**config.mk**
```make
export PLATFORM = sky130hd
export DESIGN_NAME = control_pipe
export DESIGN_NICKNAME = d
export VERILOG_FILES = /design/src/rtl/control_pipe.sv
export SDC_FILE = /design/constraint.sdc
export NUM_CORES = 1
export LEC_CHECK = 0
export BUFFER_PORTS_ARGS = -buffer_cell sky130_fd_sc_hd__buf_2
export CAP_MARGIN = 40
export CORE_MARGIN = 4
export CORE_UTILIZATION = 35
export DETAILED_ROUTE_END_ITERATION = 7
export PLACE_DENSITY = 0.57
export SETUP_SLACK_MARGIN = 0.1
export SKIP_CTS_REPAIR_TIMING = 1
export SKIP_LAST_GASP = 1
export SLEW_MARGIN = 10
export SYNTH_ARGS = -nofsm -noshare
export SYNTH_HDL_FRONTEND = slang
export SYNTH_SLANG_ARGS = --single-unit
```
**constraint.sdc**
```tcl
create_clock -name iCLK -period 3.4 [get_ports iCLK]
set_clock_uncertainty 0.05 [all_clocks]
set_input_delay 0.68 -clock iCLK [delete_from_list [all_inputs] [get_ports iCLK]]
set_output_delay 0.68 -clock iCLK [all_outputs]
set_load 0.05 [all_outputs]
```
**src/rtl/control_pipe.sv**
```systemverilog
// Registered ID-stage control: decodes IF/ID fields into the ID/EX control bundle,
// with load-use stall, flush and sticky illegal flag. CTRL_MULDIV_EN adds a mult/div busy interlock.
module control_pipe #(
  parameter int REG_ADDR_W     = 5,
  parameter int LOAD_STALL_CYC = 1,
  parameter int MULDIV_LAT     = 4
) (
  input  logic                  iCLK,
  input  logic                  iRST_n,
  input  logic                  iValid,
  input  logic [5:0]            iOp,
  input  logic [5:0]            iFunct,
  input  logic [REG_ADDR_W-1:0] iRs,
  input  logic [REG_ADDR_W-1:0] iRt,
  input  logic [REG_ADDR_W-1:0] iRd,
  input  logic                  iFlush,
  output logic                  oValid,
  output logic [1:0]            oRegDst,
  output logic [1:0]            oOrigALU,
  output logic [1:0]            oMemparaReg,
  output logic                  oEscreveReg,
  output logic                  oLeMem,
  output logic                  oEscreveMem,
  output logic                  oJump,
  output logic                  oBranch,
  output logic                  onBranch,
  output logic                  oJr,
  output logic [1:0]            oOpALU,
  output logic [2:0]            oOrigPC,
  output logic [REG_ADDR_W-1:0] oDestReg,
  output logic                  oStall,
  output logic                  oIllegal
);

  typedef struct packed {
    logic                  valid;
    logic [1:0]            regdst;
    logic [1:0]            origalu;
    logic [1:0]            memreg;
    logic                  wr;
    logic                  rdm;
    logic                  wrm;
    logic                  jump;
    logic                  br;
    logic                  nbr;
    logic                  jr;
    logic [1:0]            opalu;
    logic [2:0]            origpc;
    logic [REG_ADDR_W-1:0] dest;
  } ctrl_t;

  localparam logic [2:0] STALL_LD = 3'(LOAD_STALL_CYC - 1);

  ctrl_t      dec, q, nxt;
  logic       dec_ill, dec_rdrt;
  logic [2:0] stall_cnt, stall_nxt;
  logic       ill_q;
  logic       hz, md_stall, capture;

  always_comb begin
    dec      = '0;
    dec_ill  = 1'b0;
    dec_rdrt = 1'b0;
    unique case (iOp)
      6'h23: begin dec.origalu = 2'b01; dec.wr = 1'b1; dec.rdm = 1'b1; end
      6'h2B: begin dec.origalu = 2'b01; dec.wrm = 1'b1; dec_rdrt = 1'b1; end
      6'h04: begin dec.origpc = 3'b001; dec.br = 1'b1; dec.opalu = 2'b01; dec_rdrt = 1'b1; end
      6'h05: begin dec.origpc = 3'b101; dec.nbr = 1'b1; dec.opalu = 2'b01; dec_rdrt = 1'b1; end
      6'h00: begin
        dec_rdrt  = 1'b1;
        dec.opalu = 2'b10;
        unique case (iFunct)
          6'h08: begin dec.origpc = 3'b010; dec.jump = 1'b1; dec.jr = 1'b1; end
          6'h0C: begin
            dec.regdst = 2'b10; dec.memreg = 2'b10; dec.wr = 1'b1;
            dec.origpc = 3'b100; dec.jump = 1'b1;
          end
`ifdef CTRL_MULDIV_EN
          6'h18, 6'h19, 6'h1A, 6'h1B: ;
`endif
          default: begin dec.regdst = 2'b01; dec.memreg = 2'b01; dec.wr = 1'b1; end
        endcase
      end
      6'h02: begin dec.origpc = 3'b010; dec.jump = 1'b1; end
      6'h03: begin
        dec.regdst = 2'b10; dec.memreg = 2'b10; dec.wr = 1'b1;
        dec.origpc = 3'b010; dec.jump = 1'b1;
      end
      6'h08, 6'h09, 6'h0C, 6'h0E: begin
        dec.origalu = 2'b01; dec.memreg = 2'b01; dec.wr = 1'b1; dec.opalu = 2'b11;
      end
      6'h0D: begin dec.origalu = 2'b10; dec.memreg = 2'b01; dec.wr = 1'b1; dec.opalu = 2'b11; end
      6'h0F: begin dec.origalu = 2'b11; dec.memreg = 2'b11; dec.wr = 1'b1; end
      default: begin dec.origpc = 3'b111; dec_ill = 1'b1; end
    endcase
    unique case (dec.regdst)
      2'b00:   dec.dest = iRt;
      2'b01:   dec.dest = iRd;
      2'b10:   dec.dest = REG_ADDR_W'(31);
      default: dec.dest = '0;
    endcase
    dec.valid = iValid;
  end

  // Only the instruction sitting in EX can be a hazard source; after the first bubble oValid is 0.
  assign hz = q.valid & q.rdm & (q.dest != '0) & iValid &
              ((q.dest == iRs) | ((q.dest == iRt) & dec_rdrt));

`ifdef CTRL_MULDIV_EN
  localparam logic [3:0] BUSY_LD = 4'(MULDIV_LAT - 1);
  logic [3:0] busy_cnt, busy_nxt;
  logic       dec_md, dec_mfhl;

  assign dec_md   = (iOp == 6'h00) & (iFunct[5:2] == 4'b0110);
  assign dec_mfhl = (iOp == 6'h00) & ((iFunct == 6'h10) | (iFunct == 6'h12));
  assign md_stall = iValid & (busy_cnt != 4'd0) & (dec_md | dec_mfhl);

  always_comb begin
    busy_nxt = '0;
    if (iFlush)                 busy_nxt = '0;
    else if (capture & dec_md)  busy_nxt = BUSY_LD;
    else if (busy_cnt != 4'd0)  busy_nxt = busy_cnt - 4'd1;
  end

  always_ff @(posedge iCLK or negedge iRST_n)
    if (!iRST_n) busy_cnt <= '0;
    else         busy_cnt <= busy_nxt;
`else
  assign md_stall = 1'b0;
`endif

  always_comb begin
    nxt       = '0;
    capture   = 1'b0;
    stall_nxt = stall_cnt;
    if (iFlush)                  stall_nxt = '0;
    else if (md_stall)           stall_nxt = (stall_cnt != 3'd0) ? stall_cnt - 3'd1 : 3'd0;
    else if (stall_cnt != 3'd0)  stall_nxt = stall_cnt - 3'd1;
    else if (hz)                 stall_nxt = STALL_LD;
    else if (iValid) begin
      nxt     = dec;
      capture = 1'b1;
    end
  end

  assign oStall = ~iFlush & (md_stall | hz | (stall_cnt != 3'd0));

  always_ff @(posedge iCLK or negedge iRST_n)
    if (!iRST_n) begin
      q         <= '0;
      stall_cnt <= '0;
      ill_q     <= 1'b0;
    end else begin
      q         <= nxt;
      stall_cnt <= stall_nxt;
      ill_q     <= ill_q | (capture & dec_ill);
    end

  assign oValid      = q.valid;
  assign oRegDst     = q.regdst;
  assign oOrigALU    = q.origalu;
  assign oMemparaReg = q.memreg;
  assign oEscreveReg = q.wr;
  assign oLeMem      = q.rdm;
  assign oEscreveMem = q.wrm;
  assign oJump       = q.jump;
  assign oBranch     = q.br;
  assign onBranch    = q.nbr;
  assign oJr         = q.jr;
  assign oOpALU      = q.opalu;
  assign oOrigPC     = q.origpc;
  assign oDestReg    = q.dest;
  assign oIllegal    = ill_q;

endmodule

```
==> qor.csv <==
metric;value;unit
outcome;complete, no violations;
1st-iter DRT viols;44;
RSZ-0062 raised after global routing;false;
# rows;24;
Routability Congestion;0.900;
final net count;247;
fin crit period;3140;ps
vias after detailed routing;1380;
post-route ant nets;0;
CP Max Fanout;15;
post-synthesis cell count;161;
Final Setup Violations;0;
max_cap viols;0;
Critical Path Most Common Cell;buf_2;
Die Width;75.0;µm
Top delay family on crit path;simple AND/OR/NAND/NOR gates;
CP required;2670;ps
Root Buffer;clkbuf_8;
clk_lat worst skew;270;ps
layout cells sized above 1;34.3;%
Peak supply drop;0.000131;V
area of the die;5620;µm²
worst min path class;in -> async;
setup slack after layout;262;ps
initial antenna violation count;0;
worst-margin pin slew;841;ps
Post-synth EDFFs;0;
crit-path max cell delay;560;ps
vias in the first global route;1335;
Max Root-Sink Buffers;2;
Synthesized Nets;194;
largest net degree at the start of global routing;29;
CTS tree;done;
ys async rst share;100;%
global route total overflow;0;
FF+latch count, synth;28;
endpoints failing hold;0;
clock sink count;28;
leading cell types by total area after synthesis;dfrtp_1 (45%), nor3_1 (4.8%), xnor2_1 (3.9%), nor2_1 (3.1%), a21oi_1 (2.9%);
synth warn;0;
max-slew violations;0;
slowest CP cell;or4_4;
Post-Syn Area per Cell;9.75;µm²
crit path kind;in -> out;
Place WS;264;ps
headroom to the max-slew limit;43.8;%
leakage power;0.933;nW
H-tree depth;1;
TritonCTS buffer count;3;
Seq/Total Area, Yosys;44.6;%
Die Height;75.0;µm
Starting Density;36.1;%
Avg Vias per Cell;5.21;
ant diodes;0;
crit path DAT;2410;ps
total routed wirelength;3870;µm
Startpoint Class;primary input;
Yosys cell types;42;
1st-pass router iterations;4;
area share of the largest cell type after synthesis;44.6;%
IO Pins;57;
PwrDens;362;nW/µm²
all-layer global routing usage;14.5;%
Layout area overhead;23.5;%
WP buf/inv;2;
port buffer count;56;
f_max;0.319;GHz
top_reg_cell synth;dfrtp_1;
core box area;4350;µm²
setup_tns;0;ps
residual DRC count;0;
WL per Instance;14.6;µm
Tcrit/Tclk final;92.3;%
CP Cell Sequence;buf_2, and4b_1, a22oi_1, or4_4, a22o_1, nor2_1, buf_2;
DP HPWL;2910;µm
clock slew at reported path FFs;90;ps
Mapped Area;1570;µm²
CP Capture Type;output pin;
first-pass GRT wire length;6370;µm
cell taking the most area after synthesis;dfrtp_1;
## power by group
| group | switching, W | leakage [nW] | internal (W) |
|---|---|---|---|
| Combinational | 0.0000983 | 0.525 | 0.0000515 |
| Sequential | 0.00000842 | 0.379 | 0.000342 |
| Clock | 0.0000989 | 0.0288 | 0.000104 |
| Total | 0.000206 | 0.933 | 0.000497 |
## final cells by class
type                       count  area, µm²
multi-input combinational    115        790
inverter                       7       26.3
timing repair buffer          59        303
sequential                    28        701
tap                           52       65.1
clock buffer                   4       55.1
fill                         442       2410
## routing by layer
| metal | part of all wire (%) | up-vias | track usage [%] |
|---|---|---|---|
| li1 | - | 700 | - |
| met1 | 51 | 643 | 21.9 |
| met2 | 43 | 35 | 21.9 |
| met3 | 5.3 | 2 | 1.74 |
| met4 | 0.70 | 0 | 4.15 |
| met5 | 0 | - | 0 |
## logic make-up after synthesis
logic type      Yosys count  synth area share (%)
buf+inv                  18                  5.10
mux                       2                  1.27
simple gates             64                  21.7
fa+ha+maj                 2                  1.59
flops                    28                  44.6
xor+xnor                 10                  5.58
compound gates           37                  20.2
## worst paths after layout
| path | slack [ps] | from | cells past startpoint | end |
|---|---|---|---|---|
| setup / recovery | 260 | iOp[2] | 7 | oStall |
| max in group asynchronous | 2540 | iRST_n | 1 | oOrigPC[1] |
| hold reg to reg | 420 | oIllegal | 1 | oIllegal |
| min in group iCLK | 420 | oIllegal | 1 | oIllegal |
| hold / removal | 360 | iRST_n | 1 | stall_cnt[2] |
| setup reg to reg | 1210 | oDestReg[0] | 5 | oOrigALU[1] |
## placed cells by master (no fill, tap or decap), drive strengths merged
cell / n
a22o: 1
clkbuf: 4
nand2b: 4
buf: 59
a211oi: 4
nor4b: 1
ha: 2
nor2b: 3
a21oi: 9
a31oi: 3
dfrtp: 28
a31o: 1
nand4: 3
or2: 2
nand3: 3
or3: 1
o21ai: 3
o2111ai: 1
a2111oi: 5
o31a: 1
a22oi: 3
or4: 2
a221oi: 1
nor4: 5
mux2i: 2
nor2: 13
a41o: 1
xnor2: 7
or4b: 1
o41ai: 1
and4b: 1
nand2: 10
inv: 7
nor3: 15
xor2: 3
o211ai: 2
a2bb2oi: 1
## cell usage after synthesis (2+ instances only)
library cell and count:
dfrtp_1 28, nor3_1 15, nor2_1 13, nand2_1 10, a21oi_1 9, inv_1 7
xnor2_1 7, clkbuf_1 5, nor4_1 5, a211oi_1 4, nand2b_1 4, a2111oi_1 3
a31oi_1 3, buf_2 3, nand3_1 3, nand4_1 3, nor2b_1 3, o21ai_0 3
xor2_1 3, a2111oi_2 2, a22oi_1 2, buf_4 2, ha_1 2, mux2i_1 2
o211ai_1 2, or2_2 2
## flip-flops by register name, indices dropped and copies added, names as in the netlist
register and flops:
oBranch 1, oDestReg 5, oEscreveMem 1, oEscreveReg 1, oIllegal 1, oJr 1, oJump 1, oLeMem 1
oMemparaReg 2, oOpALU 2, oOrigALU 2, oOrigPC 3, oRegDst 2, oValid 1, onBranch 1, stall_cnt 3
## per-stage QoR
stage	power, W	instances	hold WS [ps]	instance area (µm²)	utilization [%]
6_report	0.000703	265	357	1940	44.5
5_1_grt	0.000740	265	414	1940	44.5
4_1_cts	0.000711	265	381	1940	44.5
3_5_place_dp	0.000509	261	403	1880	43.3
3_3_place_gp	0.000508	261	406	1880	43.3
2_1_floorplan	0.000457	161	334	1570	-
(Power assumes the default switching activity.)
